[config.mk]
export PLATFORM = sky130hd
export DESIGN_NAME = bsram_arbiter
export DESIGN_NICKNAME = d
export VERILOG_FILES = /design/src/rtl/bsram_arbiter.sv
export SDC_FILE = /design/constraint.sdc
export NUM_CORES = 1
export LEC_CHECK = 0
export BUFFER_PORTS_ARGS = -buffer_cell sky130_fd_sc_hd__buf_2
export CAP_MARGIN = 15
export CELL_PAD_IN_SITES_DETAIL_PLACEMENT = 0
export CELL_PAD_IN_SITES_GLOBAL_PLACEMENT = 2
export CORE_ASPECT_RATIO = 0.5
export CORE_MARGIN = 5
export CORE_UTILIZATION = 26
export DETAILED_ROUTE_END_ITERATION = 8
export HOLD_SLACK_MARGIN = 0.06
export PLACE_DENSITY = 0.95
export SYNTH_ARGS = -nofsm -noshare
export SYNTH_HDL_FRONTEND = slang
export SYNTH_SLANG_ARGS = --single-unit
[constraint.sdc]
create_clock -name clk -period 3.5 [get_ports clk]
set_clock_uncertainty 0.05 [all_clocks]
set_input_delay 0 -clock clk [delete_from_list [all_inputs] [get_ports clk]]
set_output_delay 0 -clock clk [all_outputs]
set_load 0.05 [all_outputs]
[src/rtl/bsram_arbiter.sv]
// bsram_arbiter: round-robin arbiter that shares one single-port, registered-output
// block RAM among N_REQ requesters. Each access takes three cycles (IDLE grant,
// ISSUE, CAPTURE), and the ack lands in the following IDLE cycle.
//
// state     | meaning
// ----------+---------------------------------------------------------------
// S_IDLE    | sample req, pick winner, load ram_* outputs, pulse gnt next cycle
// S_ISSUE   | ram_ce (and ram_we for writes) high; RAM executes at closing edge
// S_CAPTURE | ram_ce low; registered ram_dout valid; latch rdata, raise ack
module bsram_arbiter #(
    parameter int A_SIZE = 10,
    parameter int W_SIZE = 16,
    parameter int N_REQ  = 4
) (
    input  logic                       clk,
    input  logic                       reset,
    input  logic [N_REQ-1:0]           req,
    input  logic [N_REQ-1:0]           we,
    input  logic [N_REQ*A_SIZE-1:0]    addr,
    input  logic [N_REQ*W_SIZE-1:0]    wdata,
    output logic [N_REQ-1:0]           gnt,
    output logic [N_REQ-1:0]           ack,
    output logic [W_SIZE-1:0]          rdata,
    output logic                       busy,
    output logic                       ram_ce,
    output logic                       ram_we,
    output logic [A_SIZE-1:0]          ram_addr,
    output logic [W_SIZE-1:0]          ram_din,
    input  logic [W_SIZE-1:0]          ram_dout
);

    localparam int IW = $clog2(N_REQ);

    typedef enum logic [1:0] {
        S_IDLE    = 2'd0,
        S_ISSUE   = 2'd1,
        S_CAPTURE = 2'd2
    } state_t;

    state_t              state_q, state_d;
    logic [IW-1:0]       ptr_q, ptr_d;
    logic [IW-1:0]       cur_q, cur_d;
    logic                op_we_q, op_we_d;
    logic [N_REQ-1:0]    gnt_q, gnt_d;
    logic [N_REQ-1:0]    ack_q, ack_d;
    logic [W_SIZE-1:0]   rdata_q, rdata_d;
    logic                ram_ce_q, ram_ce_d;
    logic                ram_we_q, ram_we_d;
    logic [A_SIZE-1:0]   ram_addr_q, ram_addr_d;
    logic [W_SIZE-1:0]   ram_din_q, ram_din_d;

    logic                win_found;
    logic [IW-1:0]       win_idx;
    logic [IW-1:0]       cand_idx;

    // Round-robin search: first requester at or above ptr, wrapping at N_REQ-1.
    always_comb begin
        win_found = 1'b0;
        win_idx   = '0;
        cand_idx  = '0;
        for (int k = 0; k < N_REQ; k++) begin
            cand_idx = IW'((int'(ptr_q) + k) % N_REQ);
            if (!win_found && req[cand_idx]) begin
                win_found = 1'b1;
                win_idx   = cand_idx;
            end
        end
    end

    // Next-state and registered-output computation for the access sequencer.
    always_comb begin
        state_d    = state_q;
        ptr_d      = ptr_q;
        cur_d      = cur_q;
        op_we_d    = op_we_q;
        gnt_d      = '0;
        ack_d      = '0;
        rdata_d    = rdata_q;
        ram_ce_d   = 1'b0;
        ram_we_d   = 1'b0;
        ram_addr_d = ram_addr_q;
        ram_din_d  = ram_din_q;
        case (state_q)
            S_IDLE: begin
                if (win_found) begin
                    gnt_d[win_idx] = 1'b1;
                    ram_ce_d       = 1'b1;
                    ram_we_d       = we[win_idx];
                    ram_addr_d     = addr[int'(win_idx)*A_SIZE +: A_SIZE];
                    ram_din_d      = wdata[int'(win_idx)*W_SIZE +: W_SIZE];
                    cur_d          = win_idx;
                    op_we_d        = we[win_idx];
                    ptr_d          = (win_idx == IW'(N_REQ-1)) ? '0 : win_idx + IW'(1);
                    state_d        = S_ISSUE;
                end
            end
            S_ISSUE: begin
                state_d = S_CAPTURE;
            end
            S_CAPTURE: begin
                ack_d[cur_q] = 1'b1;
                if (!op_we_q) begin
                    rdata_d = ram_dout;
                end
                state_d = S_IDLE;
            end
            default: begin
                state_d = S_IDLE;
            end
        endcase
    end

    // State and output registers; reset aborts any access in flight.
    always_ff @(posedge clk or posedge reset) begin
        if (reset) begin
            state_q    <= S_IDLE;
            ptr_q      <= '0;
            cur_q      <= '0;
            op_we_q    <= 1'b0;
            gnt_q      <= '0;
            ack_q      <= '0;
            rdata_q    <= '0;
            ram_ce_q   <= 1'b0;
            ram_we_q   <= 1'b0;
            ram_addr_q <= '0;
            ram_din_q  <= '0;
        end else begin
            state_q    <= state_d;
            ptr_q      <= ptr_d;
            cur_q      <= cur_d;
            op_we_q    <= op_we_d;
            gnt_q      <= gnt_d;
            ack_q      <= ack_d;
            rdata_q    <= rdata_d;
            ram_ce_q   <= ram_ce_d;
            ram_we_q   <= ram_we_d;
            ram_addr_q <= ram_addr_d;
            ram_din_q  <= ram_din_d;
        end
    end

    assign gnt      = gnt_q;
    assign ack      = ack_q;
    assign rdata    = rdata_q;
    assign busy     = (state_q != S_IDLE);
    assign ram_ce   = ram_ce_q;
    assign ram_we   = ram_we_q;
    assign ram_addr = ram_addr_q;
    assign ram_din  = ram_din_q;

endmodule

==> impl_metrics.env, run 1 <==
export IMPL_crit_required_ns=3.65
export IMPL_vias_per_cell=4.48
export IMPL_worst_path_max_fanout=31
export IMPL_switching_power_mw=2.36
export IMPL_grtUsageTotal=0.150
export IMPL_dp_cells=562
export IMPL_period_share=0.835
export IMPL_clk_pin_slew_ns=0.05
export IMPL_vias=3036
export IMPL_grt_pass1_vias=3378
export IMPL_multiInputGateArea_sq_um=1260
export IMPL_initial_utilization=0.263
export IMPL_worstRegToRegCells=8
export IMPL_hold_class="input pin to flip-flop"
export IMPL_firstDrtPassIters=4
export IMPL_antennaDiodeCount=0
export IMPL_cp_top_family="buffers and inverters"
export IMPL_antenna_left=0
export IMPL_postCtsSetupRepairBufs=0
export IMPL_area_growth_pct=82.7
export IMPL_die_area_sq_um=13300
export IMPL_worst_path_buf_inv=3
export IMPL_cts_tree="built"
export IMPL_hold_viol=0
export IMPL_cp_arrival_ns=3.07
export IMPL_cts_htree_levels=3
export IMPL_nets=659
export IMPL_min_to="ram_ce"
export IMPL_route_detailed_drc=0
export IMPL_max_stage_delay_ns=0.60
export IMPL_grt_max_degree=34
export IMPL_drt_iter0_drc=131
export IMPL_synth_seq_cells=59
export IMPL_endpoint_kind="flip-flop"
export IMPL_timing_rr_end="ram_din[5]"
export IMPL_worstHoldPathCells=4
export IMPL_numPortBuffers=182
export IMPL_cts_inserted_buffers=9
export IMPL_slew_headroom=0.634
export IMPL_p_clk_frac=0.182
export IMPL_ys_warn_count=0
export IMPL_synth_fp_nets=377
export IMPL_drive_gt1_frac=0.420
export IMPL_critPathSlowestCell="dlygate4sd3_1"
export IMPL_maxCapViolCount=0
export IMPL_fin_cells=678
export IMPL_min_delay_start="req[3]"
export IMPL_die_y_um=84.2
export IMPL_setup_tns_ns=0
export IMPL_switching_share=0.456
export IMPL_ir_drop_uv=336
export IMPL_clockRootBuffer="clkbuf_16"
export IMPL_rsz0062_at_grt="no"
export IMPL_grt_ovfl_total=0
export IMPL_p_int_mw=2.81
export IMPL_layout_commonest_cell="buf_2"
export IMPL_fmax_mhz=342
export IMPL_final_cell_mix="buf_2 (182), dlygate4sd3_1 (100), dfrtp_1 (59)"
export IMPL_seq_area_sq_um=1480
export IMPL_crit_path_frequent_cell="dlygate4sd3_1"
export IMPL_pwr_share_seq=0.225
export IMPL_coreArea_sq_um=10900
export IMPL_setup_violations_final=0
export IMPL_r2r_start="ptr_q[0]"
export IMPL_worstSkewPairLatency_ns=0.33
export IMPL_status="completed"
export IMPL_netlist_instances=246
export IMPL_cp_start_kind="flip-flop"
export IMPL_syn_area_sq_um=2860
export IMPL_cts_resized=0
export IMPL_ys_types=26
export IMPL_setup_worst_path_class="flip-flop to flip-flop"
export IMPL_antenna_found_initial=0
export IMPL_drt_total_wl_mm=10.1
export IMPL_grt_pass1_wl_mm=15.8
export IMPL_rows=27
export IMPL_worstMarginPinSlew_ns=0.547
export IMPL_synth_seq_area_share=0.516
export IMPL_clock_sinks=59
export IMPL_hpwl_mm=6.74
export IMPL_timing_reg2reg_setup_slack_ns=0.58
export IMPL_p_leak_nw=2.74
export IMPL_layout_min_cycle_time_ns=2.92
export IMPL_place_congestion=0.749
export IMPL_die_w_um=158
export IMPL_n_fill_cell=1036
export IMPL_wl_per_cell_um=14.9
export IMPL_pin_count=183
export IMPL_powerDensity_nw_per_um2=987
export IMPL_comb_power_share=0.593
export IMPL_report_final_slew_viol_count=0
export IMPL_path_cells="nand2b_1 -> a21oi_1 -> a211o_2 -> buf_4 -> mux2i_1 -> dlygate4sd3_1 -> o221ai_1 -> dlygate4sd3_1"
export IMPL_clock_path_buffers=2
export IMPL_postSynthAreaPerCell_sq_um=11.6
==> worst max-delay path by stage <==
stage | start | to | slack [ns] | cells past startpoint
floorplan | state_q[1] | ram_din[0] | 1.61 | 7
global placement | ptr_q[0] | ptr_q[1] | 1.69 | 8
detailed placement | ptr_q[0] | ptr_q[1] | 1.66 | 8
CTS | ptr_q[0] | ram_din[5] | 0.63 | 8
global route | ptr_q[0] | ram_din[4] | 0.43 | 8
finish | ptr_q[0] | ram_din[5] | 0.58 | 8
==> worst min-delay path: cells and delay by family <==
kind / cells / cell delay (ns)
AO/OA/AOI/OAI: 1 / 0.17
buffers and inverters: 2 / 0.19
AND/OR/NAND/NOR: 1 / 0.05
==> cell usage after synthesis <==
master	count	area share
ha_1	1	0.0044
buf_2	4	0.0070
o21ai_1	2	0.0035
buf_6	3	0.012
dfrtp_1	59	0.52
inv_2	2	0.0026
and4b_1	1	0.0035
a22o_1	1	0.0031
mux2i_1	54	0.19
nor2_1	7	0.0092
clkbuf_1	11	0.014
o22ai_1	1	0.0022
mux2_2	16	0.063
nand2_1	34	0.045
nand2b_1	4	0.0087
inv_1	6	0.0079
o221ai_1	27	0.083
nor3b_1	2	0.0052
or2_1	1	0.0022
nor3_1	1	0.0017
a211o_1	1	0.0031
a21o_1	1	0.0026
a21oi_1	4	0.0070
o21ai_0	1	0.0017
nand3_1	1	0.0017
nor2b_1	1	0.0022
==> layout make-up <==
cell class / count / area share
flip-flops and latches: 59 / 0.282
well taps: 145 / 0.0347
repair buffers: 289 / 0.375
clock buffers: 10 / 0.0437
inverters: 8 / 0.00574
multi-input cells: 161 / 0.241
clock inverters: 6 / 0.0170
==> flip-flops by register name, indices dropped and copies added, names as in the netlist <==
signal / flops
ram_din: 16
rdata: 16
ram_addr: 10
ack: 4
gnt: 4
cur_q: 2
ptr_q: 2
state_q: 2
op_we_q: 1
ram_ce: 1
ram_we: 1
==> metrics by stage <==
step / area [sq um] / hold slack, ns / total power [mW] / worst slack [ns] / util
after CTS: 5230 / 0.0747 / 5.18 / 0.633 / 0.481
after detailed placement: 3920 / 0.0340 / 3.72 / 1.66 / 0.360
after global routing: 5230 / 0.103 / 5.45 / 0.435 / 0.481
after global placement: 3920 / 0.0259 / 3.68 / 1.69 / 0.360
final: 5230 / 0.0897 / 5.17 / 0.578 / 0.481
after floorplan: 2860 / 0.102 / 3.11 / 1.61 / -
==> layer usage <==
| layer | up-vias | wire length [um] | track usage |
|---|---|---|---|
| li1 | 1471 | - | - |
| met1 | 1493 | 3690 | 0.151 |
| met2 | 51 | 5890 | 0.305 |
| met3 | 21 | 268 | 0.0268 |
| met4 | 0 | 262 | 0.0557 |
| met5 | - | 0 | 0 |
==> power by group through the flow <==
stage | clock, mW | combinational [mW] | sequential, mW
after floorplan | 0 | 0.974 | 2.13
after global placement | 0 | 2.52 | 1.16
after detailed placement | 0 | 2.55 | 1.17
after CTS | 0.970 | 3.05 | 1.16
after global routing | 0.993 | 3.25 | 1.21
final | 0.940 | 3.06 | 1.16
==> cells by family (layout without fill, tap and decap cells) <==
logic type	after synthesis	after routing	synth area share
flops	59	59	0.516
fa+ha+maj	1	1	0.00437
compound gates	38	38	0.106
simple gates	52	52	0.0791
buf+inv	26	313	0.0437
mux	70	70	0.252
==> timing repair <==
item	CTS	global route
endpoints found under the hold margin	70	0
hold buffers	100	0
endpoints found under the setup margin	0	0
Note: power is estimated with default switching activity, not from simulation.
==> inputs of run 2 (changes only) <==
Settings changed: CORE_UTILIZATION 26 to 24, PLACE_DENSITY 0.95 to 0.89.
Clock period 3.5 ns to 2.85 ns, I/O delays scaled along.
==> run 2 against run 1 <==
Effect of this change: the flow now stops in clock tree synthesis; synthesized area did not move; synthesized cell count did not move.
==> impl_metrics.env, run 2 <==
export IMPL_status="did not finish"
export IMPL_failing_step="clock tree synthesis"
export IMPL_error="[ERROR RSZ-0060] Max buffer count reached."
export IMPL_hpwl_mm=6.90
export IMPL_die_y_um=87.2
export IMPL_synth_seq_area_share=0.516
export IMPL_cts_htree_levels=3
export IMPL_place_congestion=0.754
export IMPL_cts_inserted_buffers=9
export IMPL_netlist_instances=246
export IMPL_synth_top_area_cell="dfrtp_1"
export IMPL_clockRootBuffer="clkbuf_16"
export IMPL_clock_path_buffers=2
export IMPL_synth_edf_count=0
export IMPL_holdBufCountCts=121
export IMPL_ys_types=26
export IMPL_clock_sinks=59
export IMPL_synthDominantCellAreaShare=0.516
export IMPL_synthTopCellsByCount="dfrtp_1 (59), mux2i_1 (54), nand2_1 (34)"
export IMPL_yosysMostFrequentCell="dfrtp_1"
export IMPL_postSynthAreaPerCell_sq_um=11.6
export IMPL_numPortBuffers=182
export IMPL_ys_warn_count=0
export IMPL_synth_flop_cell="dfrtp_1"
export IMPL_initial_utilization=0.244
export IMPL_ys_top_cells_by_area="dfrtp_1 (52%), mux2i_1 (19%), o221ai_1 (8.3%)"
export IMPL_rows=28
export IMPL_dp_cells=582
export IMPL_pin_count=183
export IMPL_synth_seq_cells=59
export IMPL_async_reset_ff_frac=1.00
export IMPL_postCtsSetupRepairBufs=0
export IMPL_syn_area_sq_um=2860
export IMPL_die_w_um=164
export IMPL_cts_resized=0
export IMPL_synth_fp_nets=377
run 2: cell counts after synthesis:
No cell type changed its count.
run 2: cells by family after synthesis:
logic type / synth area share
DFF: 0.516
and+or+nand+nor: 0.0791
adders and majority gates: 0.00437
buffers and inverters: 0.0437
muxes: 0.252
AOI/OAI and AO/OA: 0.106
run 2: through the flow:
step	setup WS [ns]	util	cell area (sq um)	hold slack (ns)
floorplan	0.957	-	2860	0.102
global placement	0.783	0.336	3950	0.0861
detailed placement	0.736	0.336	3950	0.0917
==> inputs of run 3 (changes only) <==
Settings changed: CELL_PAD_IN_SITES_DETAIL_PLACEMENT 0 to not set, CELL_PAD_IN_SITES_GLOBAL_PLACEMENT 2 to not set, CORE_ASPECT_RATIO 0.5 to not set, CORE_UTILIZATION 24 to 40, HOLD_SLACK_MARGIN 0.06 to not set, PLACE_DENSITY 0.89 to not set, PLACE_DENSITY_LB_ADDON set to 0.15.
==> run 3 against run 2 <==
Effect of this change: the run again fails in clock tree synthesis; synthesized area is the same; synthesized cell count unchanged.
==> impl_metrics.env, run 3 <==
export IMPL_rows=30
export IMPL_clock_sinks=59
export IMPL_synth_top_area_cell="dfrtp_1"
export IMPL_status="did not finish"
export IMPL_yosysMostFrequentCell="dfrtp_1"
export IMPL_syn_area_sq_um=2860
export IMPL_synth_fp_nets=377
export IMPL_postCtsSetupRepairBufs=0
export IMPL_cts_resized=0
export IMPL_ys_top_cells_by_area="dfrtp_1 (52%), mux2i_1 (19%), o221ai_1 (8.3%)"
export IMPL_ys_types=26
export IMPL_numPortBuffers=182
export IMPL_error="[ERROR RSZ-0060] Max buffer count reached."
export IMPL_clock_path_buffers=2
export IMPL_pin_count=183
export IMPL_clockRootBuffer="clkbuf_8"
export IMPL_ys_warn_count=0
export IMPL_async_reset_ff_frac=1.00
export IMPL_synthDominantCellAreaShare=0.516
export IMPL_synth_seq_cells=59
export IMPL_synthTopCellsByCount="dfrtp_1 (59), mux2i_1 (54), nand2_1 (34)"
export IMPL_place_congestion=0.812
export IMPL_cts_inserted_buffers=9
export IMPL_postSynthAreaPerCell_sq_um=11.6
export IMPL_holdBufCountCts=107
export IMPL_die_y_um=94.6
export IMPL_cts_htree_levels=3
export IMPL_failing_step="clock tree synthesis"
export IMPL_synth_edf_count=0
export IMPL_initial_utilization=0.417
export IMPL_synth_flop_cell="dfrtp_1"
export IMPL_die_w_um=94.6
export IMPL_hpwl_mm=6.20
export IMPL_synth_seq_area_share=0.516
export IMPL_netlist_instances=246
[run 3: cell counts after synthesis]
No cell type changed its count.
[run 3: logic make-up after synthesis]
group / Yosys count / share of synthesized area
and+or+nand+nor: 52 / 0.0791
buffers and inverters: 26 / 0.0437
DFF: 59 / 0.516
adders and majority gates: 1 / 0.00437
muxes: 70 / 0.252
AOI/OAI and AO/OA: 38 / 0.106
[run 3: through the flow]
step / std cells / util / instance area, sq um / hold WS (ns) / setup WS (ns)
after global placement: 513 / 0.561 / 3850 / 0.00977 / 0.866
after floorplan: 246 / - / 2860 / 0.102 / 0.957
after detailed placement: 513 / 0.561 / 3850 / 0.0143 / 0.788
